**src/rtl/reorder_buffer.sv**
```systemverilog
// Circular reorder buffer: in-order allocate, out-of-order writeback by tag,
// in-order commit with mispredict flush, plus youngest-writer operand lookup.
module reorder_buffer #(
    parameter  int DEPTH  = 8,
    parameter  int WIDTH  = 32,
    parameter  int AREG_W = 5,
    localparam int TAG_W  = $clog2(DEPTH)
) (
    input  logic              clk,
    input  logic              reset,
    input  logic              alloc_valid,
    output logic              alloc_ready,
    input  logic [AREG_W-1:0] alloc_rd,
    input  logic              alloc_rf_w_en,
    input  logic              alloc_is_store,
    input  logic [WIDTH-1:0]  alloc_pc,
    output logic [TAG_W-1:0]  alloc_tag,
    input  logic              wb_valid,
    input  logic [TAG_W-1:0]  wb_tag,
    input  logic [WIDTH-1:0]  wb_data,
    input  logic              wb_mispredict,
    input  logic [WIDTH-1:0]  wb_target,
    input  logic [AREG_W-1:0] src1_addr,
    input  logic [AREG_W-1:0] src2_addr,
    output logic              src1_hit,
    output logic              src1_ready,
    output logic [WIDTH-1:0]  src1_data,
    output logic              src2_hit,
    output logic              src2_ready,
    output logic [WIDTH-1:0]  src2_data,
    output logic              commit_valid,
    output logic [AREG_W-1:0] commit_rd,
    output logic              commit_rf_w_en,
    output logic              commit_is_store,
    output logic [WIDTH-1:0]  commit_data,
    output logic [WIDTH-1:0]  commit_pc,
    output logic              flush_o,
    output logic [WIDTH-1:0]  flush_pc,
    output logic [TAG_W:0]    count
);

    logic [DEPTH-1:0]  valid_q, done_q, mispred_q, rf_w_en_q, is_store_q;
    logic [AREG_W-1:0] rd_q     [DEPTH];
    logic [WIDTH-1:0]  pc_q     [DEPTH];
    logic [WIDTH-1:0]  value_q  [DEPTH];
    logic [WIDTH-1:0]  target_q [DEPTH];
    logic [TAG_W-1:0]  head, tail;
    logic [TAG_W-1:0]  src1_idx, src2_idx;
    logic              alloc_fire, wb_fire;

    assign commit_valid    = (count != '0) && valid_q[head] && done_q[head];
    assign flush_o         = commit_valid && mispred_q[head];
    assign flush_pc        = target_q[head];
    assign alloc_ready     = (count < (TAG_W+1)'(DEPTH)) && !flush_o;
    assign alloc_fire      = alloc_valid && alloc_ready;
    // A writeback landing in a flush cycle would target a discarded entry.
    assign wb_fire         = wb_valid && valid_q[wb_tag] && !flush_o;
    assign alloc_tag       = tail;
    assign commit_rd       = rd_q[head];
    assign commit_rf_w_en  = commit_valid && rf_w_en_q[head];
    assign commit_is_store = commit_valid && is_store_q[head];
    assign commit_data     = value_q[head];
    assign commit_pc       = pc_q[head];

    always_ff @(posedge clk) begin
        if (reset) begin
            head      <= '0;
            tail      <= '0;
            count     <= '0;
            valid_q   <= '0;
            done_q    <= '0;
            mispred_q <= '0;
        end else if (flush_o) begin
            // The mispredicted head retires; everything younger is dropped.
            valid_q <= '0;
            head    <= head + TAG_W'(1);
            tail    <= head + TAG_W'(1);
            count   <= '0;
        end else begin
            if (wb_fire) begin
                done_q[wb_tag]    <= 1'b1;
                mispred_q[wb_tag] <= wb_mispredict;
            end
            if (commit_valid) begin
                valid_q[head] <= 1'b0;
                head          <= head + TAG_W'(1);
            end
            if (alloc_fire) begin
                valid_q[tail]   <= 1'b1;
                done_q[tail]    <= 1'b0;
                mispred_q[tail] <= 1'b0;
                tail            <= tail + TAG_W'(1);
            end
            count <= count + (TAG_W+1)'(alloc_fire) - (TAG_W+1)'(commit_valid);
        end
    end

    always_ff @(posedge clk) begin
        if (alloc_fire) begin
            rd_q[tail]       <= alloc_rd;
            rf_w_en_q[tail]  <= alloc_rf_w_en;
            is_store_q[tail] <= alloc_is_store;
            pc_q[tail]       <= alloc_pc;
        end
        if (wb_fire) begin
            value_q[wb_tag]  <= wb_data;
            target_q[wb_tag] <= wb_target;
        end
    end

    // Walk head -> tail-1; the last match seen is the youngest writer.
    function automatic logic [TAG_W:0] youngest_writer(input logic [AREG_W-1:0] addr);
        logic [TAG_W-1:0] idx;
        logic [TAG_W:0]   found;
        found = '0;
        for (int i = 0; i < DEPTH; i++) begin
            idx = head + TAG_W'(i);
            if (addr != '0 && valid_q[idx] && rf_w_en_q[idx] && rd_q[idx] == addr)
                found = {1'b1, idx};
        end
        return found;
    endfunction

    always_comb begin
        {src1_hit, src1_idx} = youngest_writer(src1_addr);
        {src2_hit, src2_idx} = youngest_writer(src2_addr);
        src1_ready = src1_hit && done_q[src1_idx];
        src2_ready = src2_hit && done_q[src2_idx];
        src1_data  = src1_hit ? value_q[src1_idx] : '0;
        src2_data  = src2_hit ? value_q[src2_idx] : '0;
    end

endmodule

```
**config.mk**
```make
export PLATFORM = sky130hd
export DESIGN_NAME = reorder_buffer
export DESIGN_NICKNAME = d
export VERILOG_FILES = /design/src/rtl/reorder_buffer.sv
export SDC_FILE = /design/constraint.sdc
export NUM_CORES = 1
export LEC_CHECK = 0
export CAP_MARGIN = 20
export CELL_PAD_IN_SITES_DETAIL_PLACEMENT = 0
export CELL_PAD_IN_SITES_GLOBAL_PLACEMENT = 2
export CORE_UTILIZATION = 35
export DETAILED_ROUTE_END_ITERATION = 12
export PLACE_DENSITY_LB_ADDON = 0.1
export SYNTH_ARGS = -nofsm -noshare
export SYNTH_HDL_FRONTEND = slang
export SYNTH_SLANG_ARGS = --single-unit
```
**constraint.sdc**
```tcl
create_clock -name clk -period 11.5 [get_ports clk]
set_input_delay 1.15 -clock clk [delete_from_list [all_inputs] [get_ports clk]]
set_output_delay 1.15 -clock clk [all_outputs]
set_load 0.01 [all_outputs]
```
==> parameters.txt, run 1 <==
Parameter                              Value

Global route
  Number of global-route vias before repair    25,770
  Pin count of the biggest net entering global routing    133
  First-pass GRT wire length    181,900 um
  Gr ovfl total    0
  Number of antenna violations at the first check in global routing    11
  GRT Total Usage    0.2070

Layout
  Final core utilization    0.4224
  FILL cells    10,240
  Cell area after layout    49,350 sq um
  Net count reported at finish    2,869
  Fraction of final layout cells with drive strength greater than 1    0.2609
  Area of the multi-input gates    15,300 sq um
  Syn-to-layout area delta    18.98%
  FF/Latch Area    25,500 sq um

STA
  Fmax    108.1 MHz
  Number of setup violations in the final report    0
  RSZ-0062 raised after global routing    false
  Worst slew margin relative to its limit    0.2477
  Final slew viol count    0
  Final worst clock skew    22.97 ps
  Tightest Pin Transition    1128 ps
  Final worst setup slack    2251 ps
  Final clock period utilization by the worst path    0.8042
  Final hold violation count    0
  Post-layout minimum cycle time    9249 ps
  Setup TNS after final layout    0 ps

Detailed routing
  Initial DRC Count    1,596
  Number of nets with antenna violations after routing    0
  Vias/cell    5.659
  Wirelength per Cell    28.96 um
  Detailed-route wire length    125,600 um
  First-pass iteration count of the detailed router    5
  Number of remaining DRC errors    0
  Vias post-DR    24,530

Clock network
  Clock transition at the register clock pins on the worst setup and hold paths after CTS    60 ps
  Total of hold buffers inserted after clock tree synthesis    0
  TritonCTS sink count    861
  Setup fix buffers added after clock tree synthesis    0
  Insertion delay of the later-clocked pin in the worst-skew pair    680 ps
  Clk buf depth    3
  Post-CTS sizing    0
  Root buf cell    sky130_fd_sc_hd__clkbuf_16
  Clock tree from TritonCTS    done
  Number of clock buffers inserted by TritonCTS    95
  Level count of the clock H-tree    3

Die
  Top Ports    302
  Core Box Area    116,800 sq um
  Initial cell density of the core    0.3551
  Chip Width    346.3 um
  Die height    346.3 um
  Die Outline Area    119,900 sq um
  Number of placement rows    125

Place
  Estimated wirelength of the detail-placed design    75,350 um
  # port buffers    301
  Pre-CTS WS    2921 ps
  Area of placed instances    46,300 sq um
  Final Wtd Congestion    0.8499

Synthesis
  Mean Syn Cell Area    17.00 sq um
  Cell type with the highest aggregate area in the netlist    sky130_fd_sc_hd__edfxtp_1
  Instance count of the mapped netlist    2,440
  Number of distinct library cell variants in the gate-level netlist after synthesis    76
  Mapped cell area    41,480 sq um
  Share of synthesized registers carrying an async set or reset    0
  Most common cell in the synthesized netlist    sky130_fd_sc_hd__edfxtp_1
  Cell types with the largest area share after synthesis    sky130_fd_sc_hd__edfxtp_1, sky130_fd_sc_hd__mux4_2, sky130_fd_sc_hd__mux2i_1, sky130_fd_sc_hd__mux2_2, sky130_fd_sc_hd__dfxtp_1
  #FFs+latches synth    861
  Net count after synthesis    2,574
  Synthesis warning total    0
  Leading register cell type out of synthesis    sky130_fd_sc_hd__edfxtp_1
  Portion of the post-synthesis area used by sequential elements    0.6143
  Most common library cells after synthesis    sky130_fd_sc_hd__edfxtp_1, sky130_fd_sc_hd__mux2i_1, sky130_fd_sc_hd__mux4_2
  Post-synth EDFFs    824
  Area fraction of the dominant cell type after synthesis    0.5965

Status
  Result of the run    complete, no violations

Min path
  Hold Path End    mispred_q[6]$_SDFFE_PP0N_
  Type of the tightest min-delay check    flop to flop
  Number of stages on the worst hold path    2
  Min-Delay Startpoint    mispred_q[6]$_SDFFE_PP0N_

Critical path
  Reg2Reg Capture Point    target_q[2][11]$_DFFE_PP_
  Reg-to-reg critical path startpoint    head[1]$_SDFFE_PP0N_
  Crit Path Class    flop to output pin
  Crit Path Max Fanout    43
  Length in cells of the worst reg-to-reg path    10
  Sort of element at the start of the critical path    flop
  R2R Setup Slk    6690 ps
  Critical path arrival    8100 ps
  Endpoint kind of the worst setup timing path    output pin
  Worst setup path startpoint    head[1]$_SDFFE_PP0N_
  Required time of the critical path    10,350 ps

Power and ir drop
  Net switching component of the power    0.001536 W
  Leakage Power    15.93 nW
  Proportion of power drawn by flip-flops and latches    0.510
  Share of total power consumed by net switching    0.2200
  Fraction of power consumed by the clock network    0.425
  Portion of total power attributed to combinational logic    0.065
  Worst VDD drop    0.1114 mV
  Total power of the final layout    0.006982 W
  Internal power of the cells    0.005446 W
  Pwr/cell area    141.5 nW/um^2

Run
  MaxCap Viol Count    0
-- cell type report --
cell class / instances / area share
Inverter: 25 / 0.001901
Tap cell: 1524 / 0.03864
Clock inverter: 60 / 0.01184
Sequential cell: 861 / 0.5167
Antenna cell: 1 / 0.00005070
Multi-Input combinational cell: 1389 / 0.3101
Clock buffer: 112 / 0.04946
Timing Repair Buffer: 363 / 0.07139
-- stage by stage --
stage / hold slack [ps] / std cells
floorplan: 486.4 / 2440
global placement: 510.4 / 4161
detailed placement: 513.6 / 4161
CTS: 522.4 / 4333
global route: 548.2 / 4334
finish: 519.8 / 4335
-- critical path, cell delays in order, from the launching register on --
cell and delay, ps:
sky130_fd_sc_hd__dfxtp_2 310, sky130_fd_sc_hd__buf_4 520, sky130_fd_sc_hd__inv_1 340, sky130_fd_sc_hd__ha_2 850, sky130_fd_sc_hd__buf_4 520, sky130_fd_sc_hd__mux4_2 450, sky130_fd_sc_hd__mux2i_1 200, sky130_fd_sc_hd__xnor2_1 100
sky130_fd_sc_hd__nor4_2 340, sky130_fd_sc_hd__and4_1 360, sky130_fd_sc_hd__nor2_1 60, sky130_fd_sc_hd__o311a_1 370, sky130_fd_sc_hd__a21oi_4 780, sky130_fd_sc_hd__buf_4 650, sky130_fd_sc_hd__mux2i_1 150, sky130_fd_sc_hd__mux2_2 290
sky130_fd_sc_hd__o221ai_1 400, sky130_fd_sc_hd__clkdlybuf4s50_1 630
-- routing by layer --
metal  share of wire  track usage
met4           0.019      0.05261
met1            0.44       0.2840
met5         0.00074            0
met3           0.058      0.04147
met2            0.48       0.3354
-- power by group through the flow --
stage,clock [W],combinational [W],sequential [W]
6_report,0.00297,0.000452,0.00356
3_5_place_dp,0,0.000457,0.00363
5_1_grt,0.00315,0.000489,0.00357
3_3_place_gp,0,0.000454,0.00362
2_1_floorplan,0,0.000211,0.00362
4_1_cts,0.00304,0.000460,0.00356
-- cell usage in the layout, fill, tap and decap left out, types with 10 or more instances in the layout --
| cell type | netlist | layout |
|---|---|---|
| sky130_fd_sc_hd__nor3_1 | 44 | 40 |
| sky130_fd_sc_hd__mux2i_1 | 260 | 260 |
| sky130_fd_sc_hd__o221ai_2 | 10 | 10 |
| sky130_fd_sc_hd__clkinv_1 | 2 | 23 |
| sky130_fd_sc_hd__nor2_1 | 67 | 53 |
| sky130_fd_sc_hd__nand2b_1 | 13 | 13 |
| sky130_fd_sc_hd__and3_1 | 10 | 10 |
| sky130_fd_sc_hd__mux4_2 | 239 | 239 |
| sky130_fd_sc_hd__mux2_1 | 18 | 18 |
| sky130_fd_sc_hd__inv_1 | 23 | 23 |
| sky130_fd_sc_hd__a211oi_1 | 12 | 12 |
| sky130_fd_sc_hd__a21oi_1 | 23 | 23 |
| sky130_fd_sc_hd__o22ai_1 | 51 | 51 |
| sky130_fd_sc_hd__o221ai_1 | 24 | 24 |
| sky130_fd_sc_hd__nand3_1 | 28 | 28 |
| sky130_fd_sc_hd__nor2_4 | 0 | 14 |
| sky130_fd_sc_hd__clkdlybuf4s50_1 | 0 | 301 |
| sky130_fd_sc_hd__o21ai_0 | 21 | 21 |
| sky130_fd_sc_hd__clkbuf_1 | 79 | 17 |
| sky130_fd_sc_hd__or2_1 | 16 | 16 |
| sky130_fd_sc_hd__buf_4 | 14 | 59 |
| sky130_fd_sc_hd__nand4_1 | 15 | 15 |
| sky130_fd_sc_hd__ha_1 | 12 | 11 |
| sky130_fd_sc_hd__clkinv_2 | 0 | 20 |
| sky130_fd_sc_hd__or2_2 | 23 | 23 |
| sky130_fd_sc_hd__a221o_1 | 34 | 34 |
| sky130_fd_sc_hd__or3_1 | 11 | 11 |
| sky130_fd_sc_hd__dfxtp_1 | 37 | 31 |
| sky130_fd_sc_hd__nand2_1 | 51 | 50 |
| sky130_fd_sc_hd__mux2_2 | 222 | 222 |
| sky130_fd_sc_hd__clkbuf_16 | 0 | 95 |
| sky130_fd_sc_hd__edfxtp_1 | 824 | 824 |
| sky130_fd_sc_hd__xnor2_1 | 61 | 60 |
-- cell families after synthesis --
logic type / share of synthesized area
DFF: 0.6143
buffers and inverters: 0.02145
and+or+nand+nor: 0.03915
AOI/OAI and AO/OA: 0.04748
xor gates and xnor gates: 0.01584
adders and majority gates: 0.004102
muxes: 0.2576
-- worst max-delay path by stage --
stage	end	slack (ps)	cells after the start
after detailed placement	src1_data[31]	2920	17
final	src1_data[1]	2250	17
after floorplan	mispred_q[0]$_SDFFE_PP0N_	3710	13
after global placement	src1_data[31]	3080	17
after global routing	src1_data[0]	1810	17
after CTS	src1_data[31]	2160	17
-- state kept, by name (all words and copies together) (netlist names), named ones only --
register    count
value_q       256
is_store_q      8
alloc_tag       3
rf_w_en_q       8
done_q          8
pc_q          256
mispred_q       8
valid_q         8
head            3
count           4
rd_q           40
target_q      256
Note: power is estimated with default switching activity, not from simulation.
==> run 2: changes to the inputs <==
- clock period: 11.5 -> 8.82 ns (I/O delays scaled with it)
==> run 2 against run 1 <==
Compared with the run above:
- clock power is 31% higher
- worst setup slack got worse by 1700 ps
- non-clock buffer count decreased by 4
- register-to-register slack got worse by 3000 ps
- cell area rose by 0.22%
- largest cell class unchanged
- critical path depth down 2
- critical endpoint unchanged
- via count is 0.58% lower
- flip-flop and latch count is the same
- clock skew is 5.6 ps higher
- largest power group unchanged
- core utilization is 0.094 points higher
- die area unchanged
==> parameters.txt, run 2 (synthesized netlist as in run 1, its figures left out) <==
Parameter                              Value

STA
  Worst slew margin relative to its limit    0.2563 (+0.008568)
  Tightest Pin Transition    1112 ps (-16.34 ps)
  RSZ-0062 raised after global routing    false
  Final worst clock skew    28.56 ps (+5.588 ps)
  Setup TNS after final layout    0 ps (unchanged)
  Final slew viol count    0 (unchanged)
  Post-layout minimum cycle time    8227 ps
  Final hold violation count    0 (unchanged)
  Fmax    121.5 MHz
  Number of setup violations in the final report    0 (unchanged)
  Final clock period utilization by the worst path    0.9328

Global route
  Pin count of the biggest net entering global routing    131 (-1.5%)
  GRT Total Usage    0.2079 (+0.0008395)
  Gr ovfl total    0 (unchanged)
  First-pass GRT wire length    182,800 um (+0.47%)
  Number of antenna violations at the first check in global routing    13 (+2)
  Number of global-route vias before repair    25,910 (+0.57%)

Status
  Result of the run    complete, no violations

Detailed routing
  First-pass iteration count of the detailed router    6 (+1)
  Vias post-DR    24,390 (-0.58%)
  Initial DRC Count    1,688 (+5.8%)
  Detailed-route wire length    125,600 um (about the same)
  Number of remaining DRC errors    0 (unchanged)
  Vias/cell    5.622 (-0.65%)
  Wirelength per Cell    28.95 um (about the same)
  Number of nets with antenna violations after routing    0 (unchanged)

Layout
  Final Non-Filler Cells    4,338 (+0.069%)
  Syn-to-layout area delta    19.24%
  Largest registers ranked by flip-flop count    pc_q: 256 flops, target_q: 256 flops, value_q: 256 flops
  Most frequent cells in the layout    sky130_fd_sc_hd__edfxtp_1, sky130_fd_sc_hd__clkdlybuf4s50_1, sky130_fd_sc_hd__mux2i_1
  Net count reported at finish    2,868 (-0.035%)
  Fraction of final layout cells with drive strength greater than 1    0.2585 (-0.002319)
  Most common library cell in the layout ignoring fill and taps    sky130_fd_sc_hd__edfxtp_1

Power and ir drop
  Portion of total power attributed to combinational logic    0.064 (about the same)
  Leakage Power    15.95 nW (+0.13%)
  Worst VDD drop    0.1642 mV (+47%)
  Net switching component of the power    0.002017 W (+31%)
  Fraction of power consumed by the clock network    0.427 (+0.002)
  Internal power of the cells    0.007123 W (+31%)
  Share of total power consumed by net switching    0.2206 (+0.0006108)
  Proportion of power drawn by flip-flops and latches    0.509 (about the same)
  Pwr/cell area    184.8 nW/um^2 (+31%)

Critical path
  Sort of element at the start of the critical path    flop
  Critical path arrival    7350 ps (-750 ps)
  Crit Path Class    flop to output pin
  Required time of the critical path    7940 ps (-2410 ps)
  CP dominant cell by count    sky130_fd_sc_hd__mux2i_1
  Buf/Inv on CP    3 (-2)
  Cell with the largest stage delay on the worst path    sky130_fd_sc_hd__ha_2
  Cells traversed along the worst timing path    inv_1 > ha_2 > mux2i_1 > mux4_2 > xnor2_1 > a2111oi_1 > nand4_1 > mux2i_1 > a2111o_1 > a211oi_1 > nor2_1 > nand2_2 > buf_4 > o221ai_1 > clkdlybuf4s50_1
  Endpoint kind of the worst setup timing path    output pin
  Crit Path Max Fanout    35 (-19%)
  Peak per-stage delay on the critical path    1020 ps (+170 ps)
  Kind of cell with the highest combined delay on the critical path    compound AO/OA/AOI/OAI gates

Min path
  Type of the tightest min-delay check    flop to flop

Clock network
  Insertion delay of the later-clocked pin in the worst-skew pair    680 ps (about the same)
  Level count of the clock H-tree    3 (unchanged)
  Number of clock buffers inserted by TritonCTS    98 (+3.2%)
  Clk buf depth    3 (unchanged)
  Root buf cell    sky130_fd_sc_hd__clkbuf_16
  Total of hold buffers inserted after clock tree synthesis    0 (unchanged)
  TritonCTS sink count    861 (unchanged)
  Clock tree from TritonCTS    done
  Clock transition at the register clock pins on the worst setup and hold paths after CTS    50 ps (about the same)

Place
  # placed instances    4,158 (-0.072%)
  Final Wtd Congestion    0.8358 (-1.7%)
  # port buffers    301 (unchanged)
  Estimated wirelength of the detail-placed design    76,000 um (+0.86%)

Die
  Die height    346.3 um (unchanged)
  Chip Width    346.3 um (unchanged)
  Number of placement rows    125 (unchanged)
  Initial cell density of the core    0.3551 (unchanged)
  Top Ports    302 (unchanged)
  Die Outline Area    119,900 sq um (unchanged)
  Core Box Area    116,800 sq um (unchanged)

Run
  MaxCap Viol Count    0 (unchanged)
==> run 2: changes by cell type in the layout (fill, tap and decap cells not counted), sizes merged <==
cell and change:
clkinv +2, inv -1, bufinv -2, clkbuf +8
diode +1, buf -4, clkinvlp -1
==> run 2: layout make-up <==
| type | instances | area (sq um) |
|---|---|---|
| Inverter | 25 | 93.84 |
| Fill cell | 10350 | 67370 |
| Antenna cell | 2 | 5.005 |
| Multi-Input combinational cell | 1389 | 15300 |
| Tap cell | 1524 | 1907 |
| Clock inverter | 58 | 536.8 |
| Timing Repair Buffer | 359 | 3561 |
| Clock buffer | 120 | 2556 |
| Sequential cell | 861 | 25500 |
==> run 2: power groups by stage <==
stage               registers, W  clock network (W)  logic [W]
finish                   0.00465            0.00390   0.000588
global route             0.00466            0.00417   0.000635
CTS                      0.00465            0.00403   0.000602
detailed placement       0.00473                  0   0.000599
global placement         0.00473                  0   0.000593
floorplan                0.00472                  0   0.000275
==> run 2: path summary, 6_finish.rpt <==
check	slack, ps	depth (start not counted)	from	endpoint
worst min register to register	530	2	mispred_q[1]$_SDFFE_PP0N_	mispred_q[1]$_SDFFE_PP0N_
worst min-delay path	530	2	mispred_q[1]$_SDFFE_PP0N_	mispred_q[1]$_SDFFE_PP0N_
worst max-delay path	590	15	head[1]$_SDFFE_PP0N_	src1_data[1]
worst max register to register	3670	11	head[0]$_SDFFE_PP0N_	target_q[6][15]$_DFFE_PP_
==> run 2: timing repair <==
item,in CTS,in global routing
resized for setup,0,1
setup endpoints to repair,0,2
setup buffers,0,0
==> run 2: per-layer routing <==
layer | share of wire | GRT usage | vias up
met3 | 0.062 | 0.04673 | 183
met5 | 0.00072 | 0 | -
met4 | 0.021 | 0.05442 | 14
li1 | - | - | 10640
met1 | 0.43 | 0.2703 | 12880
met2 | 0.49 | 0.3491 | 679
==> run 2: stage by stage <==
stage	hold WS (ps)	power (W)	worst slack, ps	instance area, sq um	utilization
2_1_floorplan	486.4	0.004994	1029	41480	-
3_3_place_gp	507.1	0.005320	1298	46360	0.3968
3_5_place_dp	510.5	0.005332	1150	46360	0.3968
4_1_cts	523.1	0.009279	381.3	49460	0.4233
5_1_grt	548.5	0.009460	240.0	49460	0.4233
6_report	525.5	0.009139	592.8	49460	0.4234
==> run 2: worst register-to-register path: cells and delay by family (launching register included) <==
family	cells	cell delay [ps]
buffers and inverters	4	1800
and+or+nand+nor	3	1190
DFF	1	740
AOI/OAI and AO/OA	3	330
muxes	1	640
